**src/rtl/frame_config_sequencer_if.sv**
```systemverilog
// Word-stream handshake between the bitstream loader (master) and the frame
// sequencer (slave).
interface frame_config_sequencer_if #(
    parameter int FrameBitsPerRow = 32
);
    logic [FrameBitsPerRow-1:0] WriteData;
    logic                       WriteValid;
    logic                       WriteReady;

    modport master (output WriteData, output WriteValid, input WriteReady);
    modport slave  (input WriteData, input WriteValid, output WriteReady);
endinterface

```
**src/rtl/frame_config_sequencer.sv**
```systemverilog
// Writes header-described bursts of frame words into column config latches,
// pulsing one FrameStrobe line per word with setup and hold cycles around it.
module frame_config_sequencer #(
    parameter int FrameBitsPerRow = 32,
    parameter int MaxFramesPerCol = 20,
    parameter int NumColumns      = 4,
    parameter int StrobeWidth     = 2
) (
    input  logic                                  CLK,
    input  logic                                  RESET,
    frame_config_sequencer_if.slave               wr,
    input  logic                                  ErrorClear,
    output logic [FrameBitsPerRow-1:0]            FrameData,
    output logic [MaxFramesPerCol*NumColumns-1:0] FrameStrobe,
    output logic                                  Busy,
    output logic                                  Done,
    output logic                                  Error
);

    localparam int NumStrobes = MaxFramesPerCol * NumColumns;
    localparam int CntW       = (StrobeWidth > 1) ? $clog2(StrobeWidth) : 1;

    typedef enum logic [2:0] {IDLE, DATA, SETUP, STROBE, HOLD} state_t;

    state_t                     state_q;
    logic [7:0]                 col_q, ptr_q, rem_q;
    logic [CntW-1:0]            cnt_q;
    logic [FrameBitsPerRow-1:0] data_q;
    logic [NumStrobes-1:0]      strobe_q, strobe_d;
    logic                       ready_q, busy_q, done_q, err_q;

    logic       accept;
    logic [7:0] hdr_sync, hdr_col, hdr_start, hdr_count;
    logic [8:0] hdr_end;
    logic       hdr_ok;

    function automatic logic [NumStrobes-1:0] strobe_onehot(input logic [7:0] col,
                                                            input logic [7:0] ptr);
        int idx;
        idx = int'(col) * MaxFramesPerCol + int'(ptr);
        for (int i = 0; i < NumStrobes; i++) strobe_onehot[i] = (i == idx);
    endfunction

    assign accept    = wr.WriteValid & ready_q;
    assign hdr_sync  = wr.WriteData[31:24];
    assign hdr_col   = wr.WriteData[23:16];
    assign hdr_start = wr.WriteData[15:8];
    assign hdr_count = wr.WriteData[7:0];
    // Nine-bit sum so a large start+count cannot wrap back into range.
    assign hdr_end   = {1'b0, hdr_start} + {1'b0, hdr_count};
    assign hdr_ok    = (hdr_sync == 8'hFA) && (hdr_col < 8'(NumColumns)) &&
                       (hdr_count != 8'd0) && (hdr_end <= 9'(MaxFramesPerCol));
    assign strobe_d  = strobe_onehot(col_q, ptr_q);

    always_ff @(posedge CLK or posedge RESET) begin
        if (RESET) begin
            state_q  <= IDLE;
            col_q    <= '0;
            ptr_q    <= '0;
            rem_q    <= '0;
            cnt_q    <= '0;
            data_q   <= '0;
            strobe_q <= '0;
            ready_q  <= 1'b0;
            busy_q   <= 1'b0;
            done_q   <= 1'b0;
            err_q    <= 1'b0;
        end else begin
            done_q <= 1'b0;
            // A header error in the same cycle as ErrorClear keeps the flag set.
            if (state_q == IDLE && accept && !hdr_ok) err_q <= 1'b1;
            else if (ErrorClear)                      err_q <= 1'b0;

            case (state_q)
                IDLE: begin
                    ready_q <= 1'b1;
                    if (accept && hdr_ok) begin
                        col_q   <= hdr_col;
                        ptr_q   <= hdr_start;
                        rem_q   <= hdr_count;
                        busy_q  <= 1'b1;
                        state_q <= DATA;
                    end
                end
                DATA: begin
                    if (accept) begin
                        data_q  <= wr.WriteData;
                        ready_q <= 1'b0;
                        state_q <= SETUP;
                    end
                end
                SETUP: begin
                    strobe_q <= strobe_d;
                    cnt_q    <= '0;
                    state_q  <= STROBE;
                end
                STROBE: begin
                    if (cnt_q == CntW'(StrobeWidth - 1)) begin
                        strobe_q <= '0;
                        state_q  <= HOLD;
                    end else begin
                        cnt_q <= cnt_q + 1'b1;
                    end
                end
                HOLD: begin
                    rem_q   <= rem_q - 8'd1;
                    ptr_q   <= ptr_q + 8'd1;
                    ready_q <= 1'b1;
                    if (rem_q == 8'd1) begin
                        done_q  <= 1'b1;
                        busy_q  <= 1'b0;
                        state_q <= IDLE;
                    end else begin
                        state_q <= DATA;
                    end
                end
                default: begin
                    strobe_q <= '0;
                    ready_q  <= 1'b0;
                    busy_q   <= 1'b0;
                    state_q  <= IDLE;
                end
            endcase
        end
    end

    assign wr.WriteReady = ready_q;
    assign FrameData     = data_q;
    assign FrameStrobe   = strobe_q;
    assign Busy          = busy_q;
    assign Done          = done_q;
    assign Error         = err_q;

endmodule

```
**src/flat_wrapper.sv**
```systemverilog
// flat-port wrapper written by rule: the top's interface ports become plain ports
module frame_config_sequencer_flat 
#(
    parameter int FrameBitsPerRow = 32,
    parameter int MaxFramesPerCol = 20,
    parameter int NumColumns      = 4,
    parameter int StrobeWidth     = 2
)
  (CLK, RESET, ErrorClear, FrameData, FrameStrobe, Busy, Done, Error, wr_WriteData, wr_WriteValid, wr_WriteReady);
  frame_config_sequencer_if #(.FrameBitsPerRow(FrameBitsPerRow)) wr_i ();
  input  logic CLK;
  input  logic RESET;
  input  logic ErrorClear;
  output logic [FrameBitsPerRow-1:0] FrameData;
  output logic [MaxFramesPerCol*NumColumns-1:0] FrameStrobe;
  output logic Busy;
  output logic Done;
  output logic Error;
  input wire logic [$bits(wr_i.WriteData)-1:0] wr_WriteData;
  input wire logic [$bits(wr_i.WriteValid)-1:0] wr_WriteValid;
  output wire logic [$bits(wr_i.WriteReady)-1:0] wr_WriteReady;
  assign wr_i.WriteData = wr_WriteData;
  assign wr_i.WriteValid = wr_WriteValid;
  assign wr_WriteReady = wr_i.WriteReady;
  frame_config_sequencer #(.FrameBitsPerRow(FrameBitsPerRow), .MaxFramesPerCol(MaxFramesPerCol), .NumColumns(NumColumns), .StrobeWidth(StrobeWidth)) u_core (.CLK(CLK), .RESET(RESET), .wr(wr_i), .ErrorClear(ErrorClear), .FrameData(FrameData), .FrameStrobe(FrameStrobe), .Busy(Busy), .Done(Done), .Error(Error));
endmodule
```
**config.mk**
```make
export PLATFORM = sky130hd
export DESIGN_NAME = frame_config_sequencer_flat
export DESIGN_NICKNAME = d
export VERILOG_FILES = /design/src/rtl/frame_config_sequencer_if.sv /design/src/rtl/frame_config_sequencer.sv /design/src/flat_wrapper.sv
export SDC_FILE = /design/constraint.sdc
export NUM_CORES = 1
export LEC_CHECK = 0
export ABC_AREA = 1
export CORE_ASPECT_RATIO = 1.2
export CORE_MARGIN = 1.5
export CORE_UTILIZATION = 40
export CTS_CLUSTER_DIAMETER = 120
export DETAILED_ROUTE_END_ITERATION = 12
export DONT_BUFFER_PORTS = 1
export PLACE_DENSITY_LB_ADDON = 0.08
export SLEW_MARGIN = 40
export SYNTH_ARGS = -nofsm -noshare
export SYNTH_HDL_FRONTEND = slang
export SYNTH_SLANG_ARGS = --single-unit
```
**constraint.sdc**
```tcl
create_clock -name CLK -period 9.04 [get_ports CLK]
set_input_delay 1.356 -clock CLK [delete_from_list [all_inputs] [get_ports CLK]]
set_output_delay 1.356 -clock CLK [all_outputs]
set_load 0.05 [all_outputs]
```
---- After elaboration in Yosys (flattened, before gate mapping) ----
Cells that the tools add are included.
word-level totals
  flip-flop bits (word level) ............. 144
  input port bits ......................... 36
  output and inout port bits .............. 116
  word-level logic and storage cells ...... 158
cells by class
  $add $sub $neg .......................... 5
  multiply operators ...................... 1
  magnitude comparators ................... 2
  equality and inequality tests ........... 89
  muxes and demuxes ....................... 22
  bitwise logic cells ..................... 4
  reduce and logical (&&, ||, !) cells .... 24
operator list
  kind                                                            number
  equality test 7 x 32 -> 1 bit, first input constant             32
  equality test 6 x 32 -> 1 bit, first input constant             16
  equality test 8 x 32 -> 1 bit, first input constant             16
  equality test 5 x 32 -> 1 bit, first input constant             8
  case mux 80 bit (3 select lines)                                1
  equality test 4 x 32 -> 1 bit, first input constant             4
  2-to-1 mux 80 bit                                               1
  equality test 3 x 32 -> 1 bit, first input constant             2
  adder 32 x 9 -> 32 bit                                          1
  equality test 2 x 32 -> 1 bit, first input constant             1
  logical NOT 32 bit                                              1
  case mux 8 bit (2 select lines)                                 2
  2-to-1 mux 8 bit                                                2
  case mux 3 bit (5 select lines)                                 1
  multiplier 8 x 3 -> 11 bit, second input constant               1
  AND reduction 2 bit                                             5
  adder 8 x 8 -> 9 bit                                            1
  less-or-equal comparator 9 x 5 -> 1 bit, second input constant  1
  2-to-1 mux 1 bit                                                9
  2-to-1 mux 3 bit                                                3
  adder 8 x 1 -> 8 bit, second input constant                     1
  equality test 8 x 1 -> 1 bit, second input constant             1
  equality test 8 bit, second input constant                      1
  < comparator 8 x 3 -> 1 bit, second input constant              1
  19 further kinds                                                35

---- Longest topological paths before layout ----
Gate-level depths: netlist of run 1.
  depth in word-level cells ............... 7
  mapped depth ............................ 17
  depth with buffers taken out ............ 16

---- Least setup slack after synthesis of run 1 ----
OpenSTA, ideal clock, no wires.
  path type ............................... input-to-reg
  from .................................... input wr_WriteData[0]
  to ...................................... register u_core.col_q[0]
  library setup time ...................... 0.119 ns
  arrival time ............................ 2.927 ns
  data required time ...................... 8.921 ns
  path slack .............................. 5.995 ns
  stages .................................. 10
  buffers on the path ..................... 1
  cells stage by stage .................... ha_1 > fa_1 > nand3_1 > nand3_1 > o21ai_1 > nand4_1 > inv_1 > buf_2 > nand2_1 > o21a_1
between the ends
  cells in the longest elaborated chain, start to end .. 5
  elaborated cells between the ends (all ways) .. 7
  those cells by class .................... add/sub: 1; order compare: 1; reduce/logical: 5
ends and longest elaborated chain
  what                                                                          line                                                        source
  start: declaration                                                            flat_wrapper.sv:19                                          input wire logic [$bits(wr_i.WriteData)-1:0] wr_WriteData;
  adder 8 x 8 -> 9 bit or nonzero test 8 bit (tied branches)                    frame_config_sequencer.sv:50, frame_config_sequencer.sv:52
  less-or-equal comparator 9 x 5 -> 1 bit or logical AND 1 bit (tied branches)  frame_config_sequencer.sv:52, frame_config_sequencer.sv:51
  logical AND 1 bit *                                                           frame_config_sequencer.sv:52                                (hdr_count != 8'd0) && (hdr_end <= 9'(MaxFramesPerCol));
  logical AND 1 bit *                                                           frame_config_sequencer.sv:77                                if (accept && hdr_ok) begin
  AND reduction 2 bit (no source line) *                                        --
  end signal: assignment                                                        frame_config_sequencer.sv:78                                col_q <= hdr_col;
  end: declaration                                                              frame_config_sequencer.sv:26                                logic [7:0] col_q, ptr_q, rem_q;
Mark *: on every way between the ends. The rest lies on a longest branch, timed or not.
A chain may end at the register's enable or synchronous reset.

---- Final worst setup path of run 1 ----
  from .................................... input wr_WriteData[0]
  to ...................................... register u_core.rem_q[7]
between the ends
  cells in the longest elaborated chain, start to end .. 6
  elaborated cells between the ends (all ways) .. 8
  those cells by class .................... add/sub: 1; order compare: 1; eq/ne: 1; reduce/logical: 5
ends and longest elaborated chain
  what                                                                          line                                                        source
  adder 8 x 8 -> 9 bit or nonzero test 8 bit (tied branches)                    frame_config_sequencer.sv:50, frame_config_sequencer.sv:52
  less-or-equal comparator 9 x 5 -> 1 bit or logical AND 1 bit (tied branches)  frame_config_sequencer.sv:52, frame_config_sequencer.sv:51
  logical AND 1 bit *                                                           frame_config_sequencer.sv:52
  logical AND 1 bit *                                                           frame_config_sequencer.sv:77
  inequality test 2 bit (no source line) *                                      --
  AND reduction 2 bit (no source line) *                                        --
  end signal: assignment                                                        frame_config_sequencer.sv:80                                rem_q <= hdr_count;
  end signal: assignment                                                        frame_config_sequencer.sv:106                               rem_q <= rem_q - 8'd1;
  end: declaration                                                              frame_config_sequencer.sv:26
Marks and branches as above.

==> impl_metrics.tcl, run 1 <==
set metrics [dict create \
    status "complete, no violations" \
    setup_ws_ns 5.47 \
    clock-sinks 144 \
    synth_top_cell_by_area "dfrtp_1" \
    grt_max_degree 85 \
    core_um2 18200 \
    place_congestion 0.803 \
    cts_buffer_depth 2 \
    drv_cap 0 \
    fin_crit_sh_pct 39.5 \
    hold_class "register to register" \
    tns_ns 0 \
    synth-edff-count 0 \
    switching_power_mw 1.10 \
    post-place-ws_ns 5.04 \
    synth-seq-cells 144 \
    grt_pass1_wl_um 31000 \
    viasPerCell 5.11 \
    async_flop_share_pct 100 \
    start_util_pct 41.1 \
    fillers 1860 \
    internal_power_mw 1.32 \
    endpoint_kind "register" \
    avgRoutedWirePerCell_um 16.7 \
    clock_latency_ns 0.42 \
    drt_iter0_drc 440 \
    netlist-cell-type-count 41 \
    cts_tree "yes" \
    io_buffers 0 \
    area_growth_pct 9.48 \
    routed_wl_um 19300 \
    ys_warn_count 0 \
    cp_max_fo 21 \
    antenna_cells 0 \
    grt_pass1_vias 5834 \
    firstDrtPassIters 5 \
    synth-seq-area-share_pct 48.0 \
    dp_hpwl_um 12900 \
    hold_violations 0 \
    cp.required_ns 9.40 \
    worstPathCellList "ha_1 > fa_1 > nand3_1 > nand3_1 > o21ai_1 > nand4_1 > nand2_1 > o21ai_0 > nand2_1" \
    r2r_start "u_core.col_q[1]" \
    peakVddDrop_mv 0.197 \
    regArea_um2 3600 \
    slowest_stage "nand2_1" \
    leakage_nw 4.16 \
    fp.dieH_um 153 \
    finalSetupViolCount 0 \
    netlist_area_um2 7500 \
    remaining_drc_errors 0 \
    cts_setup_buffers 0 \
    ios 152 \
    power_density_nw_per_um2 295 \
    ys_top_cells_by_area "dfrtp_1 (48%), nand2_1 (14%), nand3_1 (7.6%)" \
    synth_top_area_share_pct 48.0 \
    synth_nets 1006 \
    numCtsBuffers 17 \
    h-tree-depth 4 \
    die_w_um 128 \
    synth.most_common_cell "nand2_1" \
    fmax_ghz 0.280 \
    final_util_pct 45.0 \
    antenna_found_initial 0 \
    drv_slew 0 \
    crit_start "wr_WriteData[0]" \
    combPwrFrac_pct 26.1 \
    drive_above_1_share_pct 7.96 \
    max_stage_delay_ns 0.70 \
    skew_ns 0.0106 \
    maxSlewHeadroom_pct 43.7 \
    p_seq_share_pct 45.9 \
    grt_use_total_pct 20.2 \
    ant_nets 0 \
    dr_total_vias 5892 \
    switching_share_pct 45.3 \
    ys_top_cells_by_count "nand2_1 (272), dfrtp_1 (144), nor2_1 (133)" \
    min_from "u_core.cnt_q" \
    pwr-share-clk_pct 27.9 \
    worst-endpoint-arrival_ns 3.93 \
    min_period_ns 3.57 \
    path_class "input port to register" \
    max_slew.worst_pin.slew_ns 0.845 \
    cts_resized 0 \
    clk_pin_slew_ns 0.06 \
    synthFlopType "dfrtp_1" \
    syn_inst 935 \
    cp-start-kind "input port" \
    final_nets 988 \
    multi_input_area_um2 3440 \
    die_area_um2 19600 \
    clock_tree.root_cell "clkbuf_16" \
    syn_area_per_cell_um2 8.02 \
    ctsHoldBuffers 0 \
    gr-total-overflow 0 \
    rsz0062_at_grt "false" \
    std_cell_rows 54 \
]
kinds of logic (layout without fill, tap and decap cells):
group / count (synthesis) / in the layout / synth area share (%)
AND/OR/NAND/NOR: 555 / 555 / 32.0
XOR/XNOR: 3 / 3 / 0.451
AO/OA/AOI/OAI: 71 / 71 / 5.07
flip-flops: 144 / 144 / 48.0
adder cells (fa/ha/maj): 35 / 35 / 6.14
multiplexers: 13 / 13 / 1.95
buffers and inverters: 114 / 109 / 6.32
cells in the final DEF (no fill, tap or decap), types with 4 or more instances in the layout:
master	count
mux2_2	13
ha_1	32
clkbuf_16	17
nand4_1	7
inv_6	4
nor2_1	133
a21oi_1	14
buf_4	4
dfrtp_1	144
o21a_1	4
inv_1	68
nor3_1	5
nand3_1	113
nand2_1	272
o21ai_0	45
clkinvlp_4	4
per-layer routing:
metal | vias up | GRT usage [%] | wire, um
met2 | 181 | 34.1 | 9420
li1 | 2958 | - | -
met5 | - | 0 | 0
met1 | 2733 | 25.1 | 8250
met4 | 0 | 5.99 | 263
met3 | 20 | 5.81 | 1330
power by group through the flow:
stage / combinational, mW / clock, mW / sequential, mW
4_1_cts: 0.636 / 0.692 / 1.11
6_report: 0.633 / 0.676 / 1.11
2_1_floorplan: 0.523 / 0 / 1.09
3_3_place_gp: 0.629 / 0 / 1.13
3_5_place_dp: 0.637 / 0 / 1.12
5_1_grt: 0.715 / 0.718 / 1.13
per-stage QoR:
step                      total power, mW  hold slack [ns]  instances  instance area [um^2]
after global routing                 2.56            0.509       1154                  8210
after floorplan                      1.61            0.443        935                  7500
after CTS                            2.44            0.480       1154                  8210
after global placement               1.76            0.457       1122                  7640
final                                2.42            0.473       1154                  8210
after detailed placement             1.76            0.464       1122                  7640
area by class of cell:
cell class	count	share of cell area (%)
repair buffers	6	0.640
clock inverters	14	1.63
flip-flops and latches	144	43.9
inverters	71	3.31
multi-input cells	677	41.9
well taps	224	3.41
clock buffers	18	5.23
final timing paths:
kind	endpoint	slack, ns	depth (start not counted)
max in group asynchronous	u_core.rem_q[5]	7.09	2
hold reg to reg	u_core.cnt_q	0.47	2
setup reg to reg	u_core.FrameStrobe[37]	5.69	14
min in group asynchronous	u_core.FrameStrobe[59]	0.91	1
setup / recovery	u_core.rem_q[7]	5.47	9
hold / removal	u_core.cnt_q	0.47	2
sequential cells by signal, indices dropped and copies added (netlist names), 3 cells and up:
register / flops
u_core.FrameStrobe: 80
u_core.FrameData: 32
u_core.col_q: 8
u_core.ptr_q: 8
u_core.rem_q: 8
u_core.state_q: 3
worst max-delay path: cells and delay by family:
family                     cells  cell delay [ns]
and+or+nand+nor                5             1.54
adders and majority gates      2             0.61
AOI/OAI and AO/OA              2             0.40
Power figures use the tool's default switching activity.
==> run 2: changes to the inputs <==
Clock period 9.04 ns to 3.6 ns, I/O delays scaled along.
==> run 2 against run 1 <==
Sequential power grew to 2.5 times the previous value. Design area rose by 1.1%. Power grew to 2.5 times the previous value. Clock skew rose by 0.0056 ns. Critical path depth increased by 7. Register-to-register slack lost 5.1 ns. First-iteration DRC count shrank 9.1%. Utilization is 0.49 points higher.
==> impl_metrics.tcl, run 2 (synthesis results as in run 1) <==
set metrics [dict create \
    start_util_pct 41.1 \
    remaining_drc_errors 0 \
    clock_tree.root_cell "clkbuf_16" \
    peakVddDrop_mv 0.490 \
    clock-sinks 144 \
    avgRoutedWirePerCell_um 16.5 \
    endpoint_kind "register" \
    routed_wl_um 19200 \
    cp-start-kind "register" \
    clk_pin_slew_ns 0.06 \
    largest_register_ffs 80 \
    ant_nets 0 \
    numCtsBuffers 17 \
    drv_slew 0 \
    drive_above_1_share_pct 8.35 \
    clock_latency_ns 0.43 \
    h-tree-depth 4 \
    grt_use_total_pct 20.3 \
    die_w_um 128 \
    grt_pass1_wl_um 31100 \
    fmax_ghz 0.337 \
    dr_total_vias 5878 \
    skew_ns 0.0162 \
    wl_met2_um 9300 \
    finalSetupViolCount 0 \
    viasPerCell 5.07 \
    antenna_found_initial 1 \
    met1_length_um 8220 \
    cts_resized 0 \
    regArea_um2 3600 \
    hold_class "input port to async pin" \
    drt_iter0_drc 400 \
    dp_hpwl_um 12700 \
    worst-endpoint-arrival_ns 3.32 \
    core_um2 18200 \
    path_class "register to register" \
    drv_cap 0 \
    fp.dieH_um 153 \
    rsz0062_at_grt "false" \
    fin_crit_sh_pct 82.4 \
    setup_ws_ns 0.635 \
    hold_violations 0 \
    ios 152 \
    tns_ns 0 \
    maxSlewHeadroom_pct 45.3 \
    std_cell_rows 54 \
    max_slew.worst_pin.slew_ns 0.821 \
    wl_met3_um 1350 \
    cts_setup_buffers 0 \
    final_nets 992 \
    gr-total-overflow 0 \
    firstDrtPassIters 5 \
    multi_input_area_um2 3440 \
    status "complete, no violations" \
    cp.required_ns 3.96 \
    die_area_um2 19600 \
    area_growth_pct 10.7 \
    top_layer_used "met4" \
    fillers 1853 \
    grt_max_degree 145 \
    power_mw 6.08 \
    holdWs_ns 0.0532 \
    io_buffers 0 \
    cp_max_fo 16 \
    layout_common_cells "nand2_1 (272), dfrtp_1 (144), nor2_1 (133)" \
    leakage_nw 4.19 \
    ctsHoldBuffers 0 \
    place_congestion 0.764 \
    cts_tree "yes" \
    final_common_cell "nand2_1" \
    power_density_nw_per_um2 733 \
    min_period_ns 2.97 \
    cts_buffer_depth 2 \
    post-place-ws_ns 0.622 \
    grt_pass1_vias 5817 \
]
==> run 2: changes by cell type in the layout (fill, tap and decap cells not counted) <==
cell	change
buf_12	+3
buf_4	+2
buf_6	-2
buf_16	+1
clkbuf_8	+1
clkinv_2	-1
diode_2	+1
inv_6	+1
inv_8	-1
==> run 2: where the power goes <==
part	switching [mW]	internal, mW
Combinational	1.11	0.474
Sequential	0.890	1.90
Clock	0.730	0.980
==> run 2: worst max-delay path, stage by stage, from the launching register on <==
cell	delay, ns
dfrtp_1	0.43
ha_1	0.30
ha_1	0.16
inv_1	0.05
fa_1	0.47
inv_1	0.04
ha_1	0.32
nand2_1	0.06
inv_1	0.05
nand2_1	0.07
nand3_2	0.10
nand2_1	0.09
nand2_4	0.15
nand4_4	0.26
nor2_1	0.18
nand3_1	0.09
nand2_1	0.08
==> run 2: path summary, 6_finish.rpt <==
check	startpoint	cells past startpoint	slack, ns	endpoint
setup reg to reg	u_core.col_q[1]	16	0.63	u_core.FrameStrobe[69]
max in group asynchronous	RESET	3	2.81	u_core.wr.WriteReady
hold / removal	RESET	2	0.05	u_core.FrameStrobe[57]
setup / recovery	u_core.col_q[1]	16	0.63	u_core.FrameStrobe[69]
min in group CLK	ErrorClear	1	0.23	u_core.Error
hold reg to reg	u_core.cnt_q	2	0.48	u_core.cnt_q
==> run 2: per-stage QoR <==
step / util [%] / cells / area (um^2)
6_report: 45.5 / 1159 / 8300
2_1_floorplan: - / 935 / 7500
3_5_place_dp: 42.2 / 1125 / 7700
4_1_cts: 45.3 / 1157 / 8270
3_3_place_gp: 42.2 / 1125 / 7700
5_1_grt: 45.5 / 1158 / 8300
==> run 2: routing by layer <==
layer	vias to the layer above	track usage (%)
met5	-	0
met4	0	6.37
met3	19	6.34
met2	155	33.3
met1	2742	25.4
li1	2962	-
==> run 2: layout make-up <==
type	count	share of cell area, %
Timing Repair Buffer	10	1.60
Sequential cell	144	43.4
Tap cell	224	3.38
Multi-Input combinational cell	677	41.4
Inverter	71	3.26
Antenna cell	1	0.0302
Clock inverter	13	1.54
Clock buffer	19	5.34
==> run 3: changes to the inputs <==
Settings changed: ABC_AREA 1 to 0.
Clock period 3.6 ns to 2.74 ns, I/O delays scaled along.
==> run 3 against run 2 <==
The run now ends with hold timing, setup timing left. Via count down 15%. Global-route usage about the same. Critical path type unchanged. Largest power group unchanged. Power up 32%. Utilization up 7.0 points.
==> impl_metrics.tcl, run 3 <==
set metrics [dict create \
    cp.required_ns 3.09 \
    skew_ns 0.00774 \
    synth-seq-area-share_pct 53.4 \
    place_congestion 0.814 \
    synth_top_cell_by_area "dfrtp_1" \
    cp-start-kind "register" \
    status "finished with violations" \
    h-tree-depth 4 \
    ys_top_cells_by_count "dfrtp_1 (144), nand2_1 (106), o21ai_1 (52)" \
    clock_tree.root_cell "clkbuf_16" \
    largest_register_ffs 80 \
    post-place-ws_ns -0.397 \
    hold_class "input port to async pin" \
    endpoint_kind "register" \
    drive_above_1_share_pct 32.1 \
    synth.most_common_cell "dfrtp_1" \
    syn_inst 624 \
    rsz0062_at_grt "true" \
    finalSetupViolCount 80 \
    antenna_cells 0 \
    final_nets 763 \
    cp_max_fo 8 \
    peakVddDrop_mv 0.605 \
    fmax_ghz 0.323 \
    synth-seq-cells 144 \
    holdWs_ns -0.0178 \
    drv_slew 0 \
    die_area_um2 17700 \
    power_density_nw_per_um2 933 \
    drt_iter0_drc 171 \
    fillers 1492 \
    leakage_nw 3.73 \
    die_w_um 122 \
    netlist_area_um2 6750 \
    grt_pass1_wl_um 28200 \
    setup_ws_ns -0.354 \
    gr-total-overflow 0 \
    io_buffers 0 \
    ant_nets 0 \
    clk_pin_slew_ns 0.07 \
    r2r_cells 13 \
    synthFlopType "dfrtp_1" \
    ios 152 \
    final_common_cell "dfrtp_1" \
    max_slew.worst_pin.slew_ns 0.830 \
    drv_cap 0 \
    syn_area_per_cell_um2 10.8 \
    cts_buffer_depth 2 \
    numCtsBuffers 17 \
    violations "hold timing, setup timing" \
    synth-edff-count 0 \
    layout_common_cells "dfrtp_1 (144), nand2_1 (103), buf_4 (53)" \
    grt_pass1_vias 5220 \
    firstDrtPassIters 4 \
    dp_hpwl_um 12700 \
    start_util_pct 41.2 \
    grt_max_degree 81 \
    routed_wl_um 17800 \
    ys_warn_count 0 \
    dr_total_vias 5019 \
    grt_use_total_pct 20.3 \
    antenna_found_initial 0 \
    stdcell_area_um2 8610 \
    netlist-cell-type-count 60 \
    std_cell_rows 51 \
    placed_cell_area_um2 7610 \
    fp.dieH_um 145 \
    clock_latency_ns 0.42 \
    synth_top_area_share_pct 53.4 \
    core_um2 16400 \
    rrSetupSlack_ns -0.35 \
    async_flop_share_pct 100 \
    avgRoutedWirePerCell_um 19.4 \
    ctsHoldBuffers 0 \
    maxSlewHeadroom_pct 44.5 \
    synth_nets 695 \
    cts_tree "yes" \
    path_class "register to register" \
    fin_crit_sh_pct 113 \
    area_growth_pct 27.5 \
    viasPerCell 5.47 \
    min_period_ns 3.09 \
    worst-endpoint-arrival_ns 3.45 \
    ys_top_cells_by_area "dfrtp_1 (53%), mux2_2 (6.0%), ha_1 (5.9%)" \
    hold_violations 26 \
    clock-sinks 144 \
    remaining_drc_errors 0 \
]
-- run 3: cell families (layout without fill, tap and decap cells) --
| group | after synthesis | count (layout) | synth area share, % |
|---|---|---|---|
| DFF | 144 | 144 | 53.4 |
| xor gates and xnor gates | 6 | 6 | 0.778 |
| adders and majority gates | 35 | 35 | 6.82 |
| muxes | 38 | 38 | 6.49 |
| buffers and inverters | 38 | 117 | 2.41 |
| AOI/OAI and AO/OA | 141 | 141 | 12.7 |
| and+or+nand+nor | 222 | 224 | 17.5 |
-- run 3: per-stage QoR --
| step | TNS (ns) | instances | hold WS [ns] | util [%] | total power, mW |
|---|---|---|---|---|---|
| after global placement | -20.91 | 875 | 0.452 | 46.4 | 5.58 |
| after floorplan | -19.71 | 624 | 0.442 | - | 5.02 |
| after global routing | -32.57 | 917 | 0.0192 | 52.5 | 8.41 |
| final | -23.93 | 917 | -0.0178 | 52.5 | 8.03 |
| after CTS | -24.88 | 911 | 0.00417 | 50.6 | 7.96 |
| after detailed placement | -25.26 | 875 | 0.456 | 46.4 | 5.64 |
-- run 3: final timing paths --
kind,from,end
setup / recovery,u_core.col_q[1],u_core.FrameStrobe[66]
hold / removal,RESET,u_core.wr.WriteReady
setup reg to reg,u_core.col_q[1],u_core.FrameStrobe[66]
min in group CLK,ErrorClear,u_core.Error
hold reg to reg,u_core.rem_q[7],u_core.rem_q[7]
max in group asynchronous,RESET,u_core.FrameStrobe[43]
-- run 3: final cells by class --
class	instances	area, um^2	share of cell area [%]
clock buffer	19	443	5.15
multi-input combinational	444	3400	39.5
clock inverter	13	130	1.51
timing repair buffer	73	716	8.32
tap	212	265	3.08
inverter	12	48.8	0.567
sequential	144	3600	41.9
-- run 3: layer usage --
metal  vias up  routed length, um  GRT usage, %
li1       2377                  -             -
met1      2486               6950          23.6
met2       139               9400          36.1
met5         -                  0             0
met3        17               1210          5.39
met4         0                232          6.12
-- run 3: critical path: stages (launching register included) --
cell       delay [ns]
dfrtp_1          0.41
ha_4             0.28
ha_4             0.12
inv_2            0.03
fa_2             0.52
inv_2            0.04
ha_4             0.27
nand2_4          0.05
or4_4            0.42
mux2i_4          0.24
clkbuf_16        0.21
buf_6            0.10
nand4_4          0.14
o21ai_2          0.19
-- run 3: where the power goes --
| part | switching (mW) | internal (mW) |
|---|---|---|
| logic | 1.17 | 0.861 |
| clock network | 0.971 | 1.29 |
| registers | 1.26 | 2.47 |
-- run 3: timing repair --
| action | 4_1_cts | 5_1_grt |
|---|---|---|
| cloned | 0 | 3 |
| endpoints found under the setup margin | 80 | 80 |
| setup buffers | 4 | 3 |
| pin swaps | 7 | 22 |
| gates resized for setup | 19 | 51 |
